## config.mk

```make
export PLATFORM = sky130hd
export DESIGN_NAME = alu_decode_stage
export DESIGN_NICKNAME = d
export VERILOG_FILES = /design/src/rtl/alu_decode_stage.sv
export SDC_FILE = /design/constraint.sdc
export NUM_CORES = 1
export LEC_CHECK = 0
export BUFFER_PORTS_ARGS = -buffer_cell sky130_fd_sc_hd__buf_2
export CAP_MARGIN = 30
export CORE_UTILIZATION = 41
export CTS_CLUSTER_DIAMETER = 100
export CTS_CLUSTER_SIZE = 30
export DETAILED_ROUTE_END_ITERATION = 10
export HOLD_SLACK_MARGIN = 0.15
export PLACE_DENSITY = 0.89
export RECOVER_POWER = 100
export SYNTH_ARGS = -nofsm -noshare
export SYNTH_HDL_FRONTEND = slang
export SYNTH_SLANG_ARGS = --single-unit
```

## constraint.sdc

```tcl
create_clock -name clk -period 2.43 [get_ports clk]
set_input_delay 0.3645 -clock clk [delete_from_list [all_inputs] [get_ports clk]]
set_output_delay 0.3645 -clock clk [all_outputs]
set_load 0.01 [all_outputs]
```

## src/rtl/alu_decode_stage.sv

```systemverilog
`default_nettype none
// ============================================================================
// Module   : alu_decode_stage
// Purpose  : RV32 OP/OP-IMM decode into ALU control and operands, held in a
//            single-entry valid/ready pipeline register.
//            Optional LUI/AUIPC decode when ALU_DECODE_UPPER_IMM_EN is defined.
// Revision : 1.0 - initial release
// ============================================================================
module alu_decode_stage (
    input  logic        clk,
    input  logic        rst,
    input  logic        in_valid,
    output logic        in_ready,
    input  logic [31:0] instr,
    input  logic [31:0] pc,
    input  logic [31:0] rs1_data,
    input  logic [31:0] rs2_data,
    input  logic        flush,
    output logic        out_valid,
    input  logic        out_ready,
    output logic [3:0]  alu_ctrl,
    output logic [31:0] src1,
    output logic [31:0] src2,
    output logic [4:0]  rd,
    output logic        reg_write,
    output logic        illegal
);

    localparam logic [3:0] c_ALU_ADD  = 4'b0000;
    localparam logic [3:0] c_ALU_SUB  = 4'b0001;
    localparam logic [3:0] c_ALU_AND  = 4'b0010;
    localparam logic [3:0] c_ALU_OR   = 4'b0011;
    localparam logic [3:0] c_ALU_SLL  = 4'b0100;
    localparam logic [3:0] c_ALU_SLT  = 4'b0101;
    localparam logic [3:0] c_ALU_SRL  = 4'b0110;
    localparam logic [3:0] c_ALU_SLTU = 4'b0111;
    localparam logic [3:0] c_ALU_XOR  = 4'b1000;
    localparam logic [3:0] c_ALU_SRA  = 4'b1001;

    localparam logic [6:0] c_OPC_OP     = 7'b0110011;
    localparam logic [6:0] c_OPC_OP_IMM = 7'b0010011;
`ifdef ALU_DECODE_UPPER_IMM_EN
    localparam logic [6:0] c_OPC_LUI    = 7'b0110111;
    localparam logic [6:0] c_OPC_AUIPC  = 7'b0010111;
`endif

    localparam logic [6:0] c_F7_BASE = 7'b0000000;
    localparam logic [6:0] c_F7_ALT  = 7'b0100000;

    logic [6:0]  w_opcode;
    logic [2:0]  w_funct3;
    logic [6:0]  w_funct7;
    logic [4:0]  w_rd;
    logic [31:0] w_imm_i;
    logic [3:0]  w_alu_ctrl;
    logic [31:0] w_src1;
    logic [31:0] w_src2;
    logic        w_illegal;
    logic        w_reg_write;
    logic        w_load;
    logic        w_unused;

    logic        r_out_valid;
    logic [3:0]  r_alu_ctrl;
    logic [31:0] r_src1;
    logic [31:0] r_src2;
    logic [4:0]  r_rd;
    logic        r_reg_write;
    logic        r_illegal;

    assign w_opcode = instr[6:0];
    assign w_funct3 = instr[14:12];
    assign w_funct7 = instr[31:25];
    assign w_rd     = instr[11:7];
    assign w_imm_i  = {{20{instr[31]}}, instr[31:20]};
    // Register specifier rs1 is resolved upstream; pc only matters for AUIPC.
    assign w_unused = ^{instr[19:15], pc};

    // alt selects SUB for funct3=000 and SRA for funct3=101.
    function automatic logic [3:0] f3_to_ctrl(input logic [2:0] f3, input logic alt);
        logic [3:0] v;
        case (f3)
            3'b000:  v = alt ? c_ALU_SUB : c_ALU_ADD;
            3'b001:  v = c_ALU_SLL;
            3'b010:  v = c_ALU_SLT;
            3'b011:  v = c_ALU_SLTU;
            3'b100:  v = c_ALU_XOR;
            3'b101:  v = alt ? c_ALU_SRA : c_ALU_SRL;
            3'b110:  v = c_ALU_OR;
            default: v = c_ALU_AND;
        endcase
        return v;
    endfunction

    always_comb begin
        w_alu_ctrl = c_ALU_ADD;
        w_src1     = 32'd0;
        w_src2     = 32'd0;
        w_illegal  = 1'b1;
        case (w_opcode)
            c_OPC_OP: begin
                if ((w_funct7 == c_F7_BASE) ||
                    ((w_funct7 == c_F7_ALT) && ((w_funct3 == 3'b000) || (w_funct3 == 3'b101)))) begin
                    w_illegal  = 1'b0;
                    w_alu_ctrl = f3_to_ctrl(w_funct3, w_funct7 == c_F7_ALT);
                    w_src1     = rs1_data;
                    w_src2     = rs2_data;
                end
            end
            c_OPC_OP_IMM: begin
                if (!(((w_funct3 == 3'b001) && (w_funct7 != c_F7_BASE)) ||
                      ((w_funct3 == 3'b101) && (w_funct7 != c_F7_BASE) && (w_funct7 != c_F7_ALT)))) begin
                    w_illegal  = 1'b0;
                    w_alu_ctrl = f3_to_ctrl(w_funct3, (w_funct3 == 3'b101) && (w_funct7 == c_F7_ALT));
                    w_src1     = rs1_data;
                    w_src2     = w_imm_i;
                end
            end
`ifdef ALU_DECODE_UPPER_IMM_EN
            c_OPC_LUI: begin
                w_illegal = 1'b0;
                w_src2    = {instr[31:12], 12'd0};
            end
            c_OPC_AUIPC: begin
                w_illegal = 1'b0;
                w_src1    = pc;
                w_src2    = {instr[31:12], 12'd0};
            end
`endif
            default: ;
        endcase
    end

    assign w_reg_write = !w_illegal && (w_rd != 5'd0);
    assign in_ready    = !flush && (!r_out_valid || out_ready);
    assign w_load      = in_valid && in_ready;

    // Payload is left untouched on drain so the bus stays quiet between entries.
    always_ff @(posedge clk) begin
        if (rst) begin
            r_out_valid <= 1'b0;
            r_alu_ctrl  <= c_ALU_ADD;
            r_src1      <= 32'd0;
            r_src2      <= 32'd0;
            r_rd        <= 5'd0;
            r_reg_write <= 1'b0;
            r_illegal   <= 1'b0;
        end else if (flush) begin
            r_out_valid <= 1'b0;
        end else if (w_load) begin
            r_out_valid <= 1'b1;
            r_alu_ctrl  <= w_alu_ctrl;
            r_src1      <= w_src1;
            r_src2      <= w_src2;
            r_rd        <= w_rd;
            r_reg_write <= w_reg_write;
            r_illegal   <= w_illegal;
        end else if (out_ready) begin
            r_out_valid <= 1'b0;
        end
    end

    assign out_valid = r_out_valid;
    assign alu_ctrl  = r_alu_ctrl;
    assign src1      = r_src1;
    assign src2      = r_src2;
    assign rd        = r_rd;
    assign reg_write = r_reg_write;
    assign illegal   = r_illegal;

endmodule
`default_nettype wire
```

======== After elaboration in Yosys (flattened, before gate mapping) ========
Index checks and enable logic that the tools add are counted.
Widths: inputs -> output; s select.
operators by class
  shift-type cells ........................ 0
  multiply operators ...................... 0
  add/subtract/negate cells ............... 0
  magnitude comparators ................... 0
  bitwise operators ....................... 1
  reductions and logical operators ........ 22
  div/mod/pow operators ................... 0
  multiplexer cells ....................... 20
  eq/ne operators ......................... 10
operators by type and width
  operator            count
  $mux 32             4
  $pmux 32 s2         2
  $pmux 4 s7          2
  $mux 4              4
  $eq 7x6->1 const B  2
  $eq 3x3->1 const B  3
  $logic_and 1x1->1   8
  $pmux 4 s2          1
  $eq 7x5->1 const B  1
  $logic_not 7->1     1
  $ne 7x6->1 const B  1
  $reduce_bool 7->1   1
  $eq 3x2->1 const B  2
  $mux 1              6
  $reduce_bool 5->1   1
  $logic_or 1x1->1    4
  $eq 3x1->1 const B  1
  $logic_not 1->1     3
  $logic_not 3->1     1
  $pmux 1 s2          1
  $reduce_and 2->1    1
  $reduce_bool 2->1   1
  $reduce_or 2->1     1
  $not 1->1           1
storage, ports and cells
  memories kept ........................... 0
  logic and storage cells ................. 60
  bits in read-only memories .............. 0
  register bits ........................... 76
  latch bits .............................. 0
  bits in writable memories ............... 0
  output and inout bits ................... 77
  input bits .............................. 133

======== Logic depth before layout (Yosys ltp) ========
Gate-level depths: netlist (run 1).
  depth in word-level cells ............... 8
  gate-level depth with buffers ........... 8
  gate-level depth less buffers ........... 5

======== Worst setup path after synthesis (run 1) ========
OpenSTA, ideal clock, no wires.
  path type ............................... in2reg
  from .................................... input port instr[3]
  to ...................................... register r_alu_ctrl[3] (netlist: alu_ctrl[3])
  slack ................................... 533 ps
  buffers on the path ..................... 1
  data arrival time ....................... 1,827 ps
  required time ........................... 2,360 ps
  library setup time ...................... 70 ps
  stages on the path ...................... 6
  cells stage by stage .................... or2_1 -> or4_4 -> a21oi_2 -> buf_2 -> o2111ai_1 -> a21oi_1
between the ends
  cells in the longest elaborated chain, start to end .. 2
  elaborated cells between the ends (all ways) .. 3
  classes of those cells .................. 2 x eq/ne; 1 x mux
RTL lines
  what                                             RTL line  text
  from (decl)                                      14        input logic [31:0] instr,
  $eq 7x5->1 / $eq 7x6->1 (equally long branches)  100       case (w_opcode)
  $pmux 4 s2 *                                     100
  to (signal assigned)                             142       r_alu_ctrl <= c_ALU_ADD;
  to (signal assigned)                             152       r_alu_ctrl <= w_alu_ctrl;
  to (decl)                                        64        logic [3:0] r_alu_ctrl;
Every way passes the cells marked *; elsewhere a longest branch is shown, timed or not.
A chain may end at the register's enable or synchronous reset.

======== Final worst setup path (run 1) ========
  from .................................... register r_out_valid (netlist: out_valid)
  to ...................................... register r_reg_write (netlist: reg_write)
between the ends
  cells in the longest elaborated chain, start to end .. 5
RTL lines
  what                        RTL line  text
  from (decl)                 63        logic r_out_valid;
  from (signal assigned)      141       r_out_valid <= 1'b0;
  from (signal assigned)      149       r_out_valid <= 1'b0;
  from (signal assigned)      151       r_out_valid <= 1'b1;
  $logic_not 1->1             135       assign in_ready = !flush && (!r_out_valid || out_ready);
  $logic_or 1x1->1            135
  $logic_and 1x1->1           135
  $logic_and 1x1->1           136       assign w_load = in_valid && in_ready;
  $reduce_and 2->1 (no line)  n/a
  to (signal assigned)        156       r_reg_write <= w_reg_write;
  to (decl)                   68        logic r_reg_write;
Every way passes these cells.

==> results of run 1 <==
## layout by cell type, fill, tap and decap left out, types with 2 or more instances in the layout
cell type,instances
clkbuf_1,78
nor3_1,34
dfxtp_1,76
nand3b_1,3
a221oi_1,11
nor2b_1,2
bufinv_16,2
nand2b_1,2
buf_4,10
buf_2,95
o21ai_0,7
clkinvlp_4,2
clkbuf_8,10
and3_1,2
a21oi_1,62
nor2_1,40
o211ai_1,33
buf_12,2
nand3_1,2
or4_1,2
nand2_1,47
## how the worst max path moves through the flow
stage | from | endpoint | slack, ps | cells after the start
finish | out_valid$_SDFFE_PP0P_ | reg_write$_SDFFE_PP0P_ | 440 | 5
global route | out_valid$_SDFFE_PP0P_ | reg_write$_SDFFE_PP0P_ | 300 | 5
CTS | instr[3] | src2[4]$_SDFFE_PP0P_ | 550 | 7
detailed placement | instr[3] | src2[4]$_SDFFE_PP0P_ | 260 | 7
global placement | instr[3] | alu_ctrl[3]$_SDFFE_PP0P_ | 300 | 7
floorplan | instr[3] | alu_ctrl[3]$_SDFFE_PP0P_ | 530 | 6
## per-layer routing
metal | global-route usage [%] | routed length (um) | part of all wire (%)
met5 | 0 | 0 | 0
met4 | 6.305 | 112 | 1.3
met3 | 5.504 | 595 | 6.6
met2 | 40.91 | 4556 | 51
met1 | 26.53 | 3687 | 41
## power by group through the flow
stage / clock, mW / sequential [mW] / combinational (mW)
after floorplan: 0 / 1.35 / 0.128
after global placement: 0 / 1.33 / 0.292
after detailed placement: 0 / 1.33 / 0.302
after CTS: 1.10 / 1.30 / 0.303
after global routing: 1.17 / 1.31 / 0.323
final: 1.08 / 1.30 / 0.289
## cell type report
class | instances | share of cell area, %
tap | 99 | 2.986
clock inverter | 5 | 2.021
sequential | 76 | 36.67
inverter | 1 | 0.09047
clock buffer | 11 | 3.408
multi-input combinational | 261 | 33.62
timing repair buffer | 184 | 21.20
## through the flow
stage	area [um^2]	hold WS, ps
6_report	4149	227.9
5_1_grt	4149	234.4
4_1_cts	4259	224.6
3_5_place_dp	4034	443.7
3_3_place_gp	4034	436.2
2_1_floorplan	3073	443.8
## registers in the layout, indices dropped and copies added, names as in the netlist
name / flops
reg_write: 1
src2: 32
alu_ctrl: 4
src1: 32
out_valid: 1
illegal: 1
rd: 5
## synthesized netlist by cell type
master | instances | area share (%)
or4_1 | 2 | 0.49
xnor2_1 | 1 | 0.29
nand2b_1 | 2 | 0.41
nor4_2 | 1 | 0.41
or2_1 | 1 | 0.20
nor2_1 | 40 | 4.9
a221oi_1 | 11 | 3.1
nand3b_1 | 3 | 0.73
nand2_1 | 47 | 5.7
o31ai_1 | 1 | 0.24
nor3b_1 | 1 | 0.24
inv_1 | 1 | 0.12
nand3_1 | 2 | 0.33
o21a_1 | 1 | 0.24
a31oi_1 | 1 | 0.20
o41ai_1 | 1 | 0.29
o31ai_2 | 1 | 0.41
a21oi_2 | 1 | 0.29
a21oi_1 | 62 | 10
clkbuf_1 | 28 | 3.4
xor2_1 | 1 | 0.29
nor3_1 | 34 | 5.5
nor2b_1 | 2 | 0.41
buf_2 | 10 | 1.6
o2111ai_1 | 1 | 0.29
or4_4 | 1 | 0.37
o21ai_0 | 7 | 1.1
and3_1 | 3 | 0.61
dfxtp_1 | 76 | 50
o211ai_1 | 33 | 8.1
## cells by family after synthesis
| logic type | after synthesis |
|---|---|
| DFF | 76 |
| and+or+nand+nor | 139 |
| buffers and inverters | 39 |
| AOI/OAI and AO/OA | 120 |
| xor gates and xnor gates | 2 |
==> summary by stage, run 1 <==
Floorplan
The floorplan step defined a core boundary enclosing between 7000 and 8000 um^2. The height of the die is 88.58 um. The width of the die is between 80 and 90 um. Once the floorplan was initialized, standard cells occupied between 40% and 50% of the core. The die covers around 8000 um^2. For this design the top-level I/O count stands at 210. After floorplanning, the core was divided into 31 placement rows.

Power
Dividing total power by cell area gives a power density of approximately 640 nW/um^2. The completed layout was analyzed and its total power is between 2 and 3 mW. The combinational cell fraction of total power is 10.9%. The power share of the clock group is between 40% and 50%. The switching fraction of total power is 24.56%. The share of total power dissipated in sequential elements is 48.8%. Internal power comes to just over 2 mW.

Summed over all nets, the switching power comes to around 0.66 mW. The peak supply drop is around 430 uV. The leakage power is about 1.6 nW.

Final layout
The register area is roughly 1500 um^2. After filler insertion, the fill cell instance count of the layout stands at 730. The layout overhead on the synthesized area is 35.02%.

The number of antenna repair diodes is 0. After the flow finishes, the layout carries non-filler instances totaling ~640. The ratio of cells with drive above 1 in the final layout is 23.42%. The share of the core filled with cells is between 50% and 60%. After the last flow step, the layout net total stands at around 670. In the final layout, the multi-input gates occupy between 1000 and 1500 um^2.

Synthesis
Synthesis produced ~380 cells. The main combinational cell family by area after synthesis is compound AO/OA/AOI/OAI gates. The area share of xor/xnor cells in the synthesized design is less than 1%. Summing the areas of all compound-gate instances in the mapped netlist gives around 24% of the synthesized area.

The number of flip-flops and latches in the synthesized netlist is 76. The number of warnings issued by yosys is 0. The simple-gate portion of the synthesized area is between 20% and 30%. Sequential elements use between 40% and 50% of the synthesized area.

The synthesized cell area is between 3000 and 4000 um^2. After synthesis, the share of cell area in mux cells is 0%. Summing the areas of all fa, ha and maj instances in the mapped netlist gives 0% of the synthesized area. The number of nets produced by synthesis is about 500. The average cell area after synthesis is about 8 um^2. The number of different library cells used by synthesis comes to 30.

Worst hold path
The startpoint identified for the worst hold timing path is flush. The number of cells on the worst hold path is 2. The worst hold path terminates at out_valid$_SDFFE_PP0P_. The min-delay analysis places its worst path in the category primary input to flip-flop.

Clock network
Clock tree synthesis inserted a total of 9 buffers. The H-tree was split into 3 levels. The CTS tree is yes. The clock sink count is 76.

The cts-stage hold buffer count is 0. Clock tree synthesis selected as its root buffer the cell clkbuf_8. Counting along the longest clock path gives a buffer depth of 2.

The number of resized instances in the post-cts repair step is 0. After clock tree synthesis, the clock-pin slew on the worst setup and hold paths is ~80 ps. For the worst-skew pair, the clock arrives at the later sink with an insertion delay of ~340 ps. The number of buffers inserted by post-CTS setup repair is 0.

Worst setup path
The worst setup path is of the flip-flop to flip-flop kind. The worst register-to-register path ends at reg_write$_SDFFE_PP0P_. Data arrives at the worst endpoint at between 2000 and 2500 ps. STA classifies the critical path startpoint as a flip-flop. The largest individual stage delay along the critical path comes from the cell buf_4.

The startpoint identified for the worst register-to-register timing path is out_valid$_SDFFE_PP0P_. Walking the worst path, the cells encountered are nor2b_1, nor3b_1, buf_4, o21ai_0, o31ai_1. STA classifies the critical path endpoint as a flip-flop.

Data on the critical path is required at its endpoint by ~2700 ps. The count of buffer and inverter cells on the critical path is 1. The worst register-to-register path has a depth of 5. For flop-to-flop paths, the worst setup slack is roughly 440 ps. The top fanout value on the critical path is 43. The dominant delay contributor by cell family on the critical path is simple AND/OR/NAND/NOR gates. In this design, the stage delay of the slowest critical-path cell is about 490 ps.

Placement
Routability-driven placement finished with a final weighted congestion of 0.7927. After legalization and detailed placement, the total HPWL measured 6443 um. The worst slack after detailed placement is ~260 ps. The number of buffers added on ports is ~170. Counting tap cells, the placed design contains a total of approximately 620 instances.

Timing
After routing, the total negative slack on setup checks comes to 0 ps. The routed design could run at a clock period as short as 1986 ps. The ratio of final minimum period to clock period is roughly 80%. The final worst-path setup slack is 444.0 ps. The slew at the pin closest to its max-slew limit is between 500 and 600 ps. Setup repair after global routing left no endpoint under its margin. The relative slew slack is 60.14%. The number of pins exceeding their max-slew limit in the final report was 0. Setup violations remaining at the end of the flow were counted as 0. The worst clock skew on the final layout is about 5.1 ps. The count of endpoints failing hold in the final timing report is 0. Based on the critical path, the design can be clocked at up to between 0.5 and 0.6 GHz.

Drt
After detailed routing, the number of vias per cell comes to ~5.2. The wire length after detailed routing is a little under 9000 um. For this block, the via count after detailed routing is 3333.

The count of unresolved DRC violations after routing is 0. The mean routed wirelength per cell is 14.05 um. For this run, the detailed router's first-pass iteration total came to 4. After the first detailed-routing iteration, the DRC count stood at 120. The remaining antenna violation count is 0.

Flow run
The max-cap check violation count is 0.

Global routing
The global-route congestion overflow total is 0. The largest net degree at the start of global routing is 44. The wire length of the first global-routing pass is ~14000 um. The number of global-route vias before repair is about 3.0k. Across every metal layer, demand over resource in global routing totals a little under a quarter. The initial antenna violation count came to 0.

Outcome
The run finished with clean final reports.
Note: power is estimated with default switching activity, not from simulation.
==> run 2: changes to the inputs <==
==> constraint.sdc (replaced) <==
create_clock -name clk -period 1.93 [get_ports clk]
set_input_delay 0.2895 -clock clk [delete_from_list [all_inputs] [get_ports clk]]
set_output_delay 0.2895 -clock clk [all_outputs]
set_load 0.01 [all_outputs]
==> run 2 against run 1 <==
Effect of this change:
- final area grew 1.6%
- cell count is 0.94% higher
- setup slack lost 320 ps
- register-to-register slack worse by 220 ps
- global-route usage about the same
- critical path depth up 1
- sequential share of layout area decreased by 0.59 points
- core utilization rose by 0.93 points
- critical path type is now primary input to flip-flop
==> summary by stage, run 2 (synthesized netlist as in run 1, its figures left out) <==
Outcome
The run finished with clean final reports.

Floorplan
The number of standard-cell rows in the floorplan is 31 (unchanged). The height of the die is 88.58 um (unchanged). The area of the die is 7846 um^2 (unchanged). The core outline area was 7253 um^2 (unchanged). The number of placed I/O pins is 210 (unchanged).

The width of the die is 88.58 um (unchanged). The starting utilization of the core area is 42.37% (unchanged).

Placement
The number of buffers added on ports is 172 (unchanged). The half-perimeter wire length after placement was 6543 um (+1.6%). The routability congestion estimate was 0.8277 (+4.4%). The placed instance count came to 626 (+0.81%).

Worst setup path
The logic depth of the worst setup path including buffers is 6 (+1). The count of buffer and inverter cells on the critical path is 3 (+2). The worst setup path is launched from a primary input.

The data arrival time at the worst-slack endpoint is 2050 ps (-180 ps). The critical path is of the primary input to flip-flop type. The worst flop-to-flop path startpoint is out_valid$_SDFFE_PP0P_.

The most critical setup path has its startpoint at flush. The worst reg-to-reg path cell count is 6 (+1). The reg2reg setup slack was 220 ps (-220 ps). Among cell families on the critical path, the largest total delay comes from buffers and inverters. Traced cell by cell, the critical path runs through dlygate4sd3_1, buf_2, nor2_1, nand2_2, clkbuf_2, o41ai_1.

The critical register-to-register path endpoint is src1[15]$_SDFFE_PP0P_. The capturing element type of the critical path is a flip-flop. The required time reported for the critical path endpoint is 2170 ps (-510 ps). The top fanout value on the critical path is 14 (-67%). The slowest stage cell on the critical path is dlygate4sd3_1.

The largest stage delay on the critical path was 550 ps (+60 ps). In this run the worst setup path terminates at alu_ctrl[2]$_SDFFE_PP0P_.

Drt
The remaining antenna violation count is 0 (unchanged). The number of vias after detailed routing is 3356 (+0.69%). The mean routed wirelength per cell is 14.13 um (+0.54%). The violation count after the first detailed-routing iteration is 151 (+26%). The number of iterations in the first detailed-routing pass came to 5 (+1). The per-cell via count in the routed design is 5.219 (-0.25%). The wire length after detailed routing is 9084 um (+1.5%).

The count of unresolved DRC violations after routing is 0 (unchanged).

Final layout
The count of non-filler cells in the finished layout came to 643 (+0.94%). The count of filler cells inserted in the layout is 726 (-0.55%). The number of nets at the end of the flow was 672 (+0.90%). The layout overhead on the synthesized area is 37.21%. The register area is 1521 um^2 (unchanged). The library cells used most frequently in the layout, excluding fill and tap cells, are 95 x buf_2, 78 x clkbuf_1, 76 x dfxtp_1, 62 x a21oi_1, 46 x nand2_1.

The share of the core filled with cells is 58.13% (+0.93 points). The most common cell after layout, fill and taps aside is buf_2. The ratio of cells with drive above 1 in the final layout is 24.26% (+0.84 points).

The number of antenna repair diodes is 0 (unchanged). The area of the multi-input gates is 1395 um^2 (unchanged).

Clock network
The CTS root buffer is clkbuf_8. The maximum root-to-sink buffer count is 2 (unchanged). The number of buffers inserted by post-CTS setup repair is 0 (unchanged). The clock sink count is 76 (unchanged). The number of resized instances in the post-cts repair step is 0 (unchanged). TritonCTS built the clock tree.

The insertion delay to the later sink of the worst-skew pair is 340 ps (about the same). The number of H-tree levels is 3 (unchanged). The total CTS buffers is 9 (unchanged). The register clock-pin slew on the reported worst setup and hold paths was 80 ps (about the same). The cts-stage hold buffer count is 1 (+1).

Timing
The relative slew slack is 72.97% (+13 points). The number of pins exceeding their max-slew limit in the final report was 0 (unchanged). Setup repair after global routing left no endpoint under its margin. Based on the critical path, the design can be clocked at up to around 0.55 GHz. The shortest period the worst path allows is 1810 ps. The slew at the pin closest to its max-slew limit was 402.2 ps (-190.2 ps).

The tightest hold margin came to 191.7 ps (-36.21 ps). The total setup violations reported at the end of the flow is 0 (unchanged). The worst clock skew on the final layout is 6.208 ps (+1.120 ps).

The count of endpoints failing hold in the final timing report came to 0 (unchanged). The ratio of final minimum period to clock period is between 90% and 100%.

Power
The portion of total power attributed to sequential cells came to 48.6% (-0.2 points). The combinational cell fraction of total power is 11.2% (+0.3 points). The power density relative to cell area is 799.8 nW/um^2 (+24%). The power share of the clock group is 40.2% (-0.2 points). The internal power summed over all cells is 2.543 mW (+26%).

The peak supply drop is 468.8 uV (+9.4%). The net switching power is 0.8294 mW (+27%). The leakage power is 1.630 nW (+2.3%).

The switching fraction of total power is 24.60% (+0.037 points).

Worst hold path
The path class of the tightest hold or removal check is primary input to flip-flop. The number of cells on the worst hold path is 3 (+1).

Global routing
The number of global-route vias before repair is 2998 (-0.37%). The wire length of the first global-routing pass was 13660 um (-1.6%). The initial antenna violation count is 0 (unchanged). The largest net degree at the start of global routing came to 37 (-16%). The global-route congestion overflow total came to 0 (unchanged). The combined global-route utilization of all metal layers was 22.60% (about the same).

Flow run
The max-cap check violation count is 0 (unchanged).
==> run 2: cell count changes in the layout (fill, tap and decap cells not counted), sizes merged <==
cell / before / now
clkbuf: 88 / 92
buf: 107 / 108
dlygate4sd3: 0 / 1
==> run 2: cell type report <==
class                           count  share of cell area (%)
Clock buffer                       11                   3.353
Clock inverter                      5                   1.988
Inverter                            1                 0.08902
Multi-Input combinational cell    261                   33.09
Sequential cell                    76                   36.08
Tap cell                           99                   2.938
Timing Repair Buffer              190                   22.46
==> run 2: worst min path at each step <==
stage                         start                endpoint  slack [ps]
3_3_place_gp   src1[4]$_SDFFE_PP0P_    src1[4]$_SDFFE_PP0P_         440
6_report                   instr[7]      rd[0]$_SDFFE_PP0P_         190
4_1_cts                   instr[10]      rd[3]$_SDFFE_PP0P_         180
2_1_floorplan                 flush  out_valid$_SDFFE_PP0P_         370
5_1_grt                    instr[7]      rd[0]$_SDFFE_PP0P_         170
3_5_place_dp     rd[1]$_SDFFE_PP0P_      rd[1]$_SDFFE_PP0P_         440
==> run 2: routing by layer <==
layer  share of wire, %  global-route usage (%)
met2                 50                   40.56
met4                1.0                   9.091
met1                 42                   25.74
met3                6.8                   5.410
met5                  0                       0
==> run 2: power groups by stage <==
stage / clock network (mW) / registers [mW] / logic [mW]
CTS: 1.39 / 1.64 / 0.393
global route: 1.47 / 1.64 / 0.416
global placement: 0 / 1.67 / 0.378
floorplan: 0 / 1.70 / 0.162
detailed placement: 0 / 1.67 / 0.391
finish: 1.36 / 1.64 / 0.377
==> run 2: worst min-delay path, delay by kind of cell <==
kind | cells | cell delay [ps]
AO/OA/AOI/OAI | 1 | 50
buffers and inverters | 1 | 100
AND/OR/NAND/NOR | 1 | 50
==> run 2: through the flow <==
stage / total power, mW / instance area (um^2) / TNS (ps) / setup WS, ps
5_1_grt: 3.532 / 4217 / 0 / 21.31
3_5_place_dp: 2.063 / 4096 / -2527 / -98.78
6_report: 3.372 / 4217 / 0 / 119.9
2_1_floorplan: 1.857 / 3073 / 0 / 107.5
3_3_place_gp: 2.048 / 4096 / -265.7 / -42.48
4_1_cts: 3.416 / 4332 / 0 / 168.1
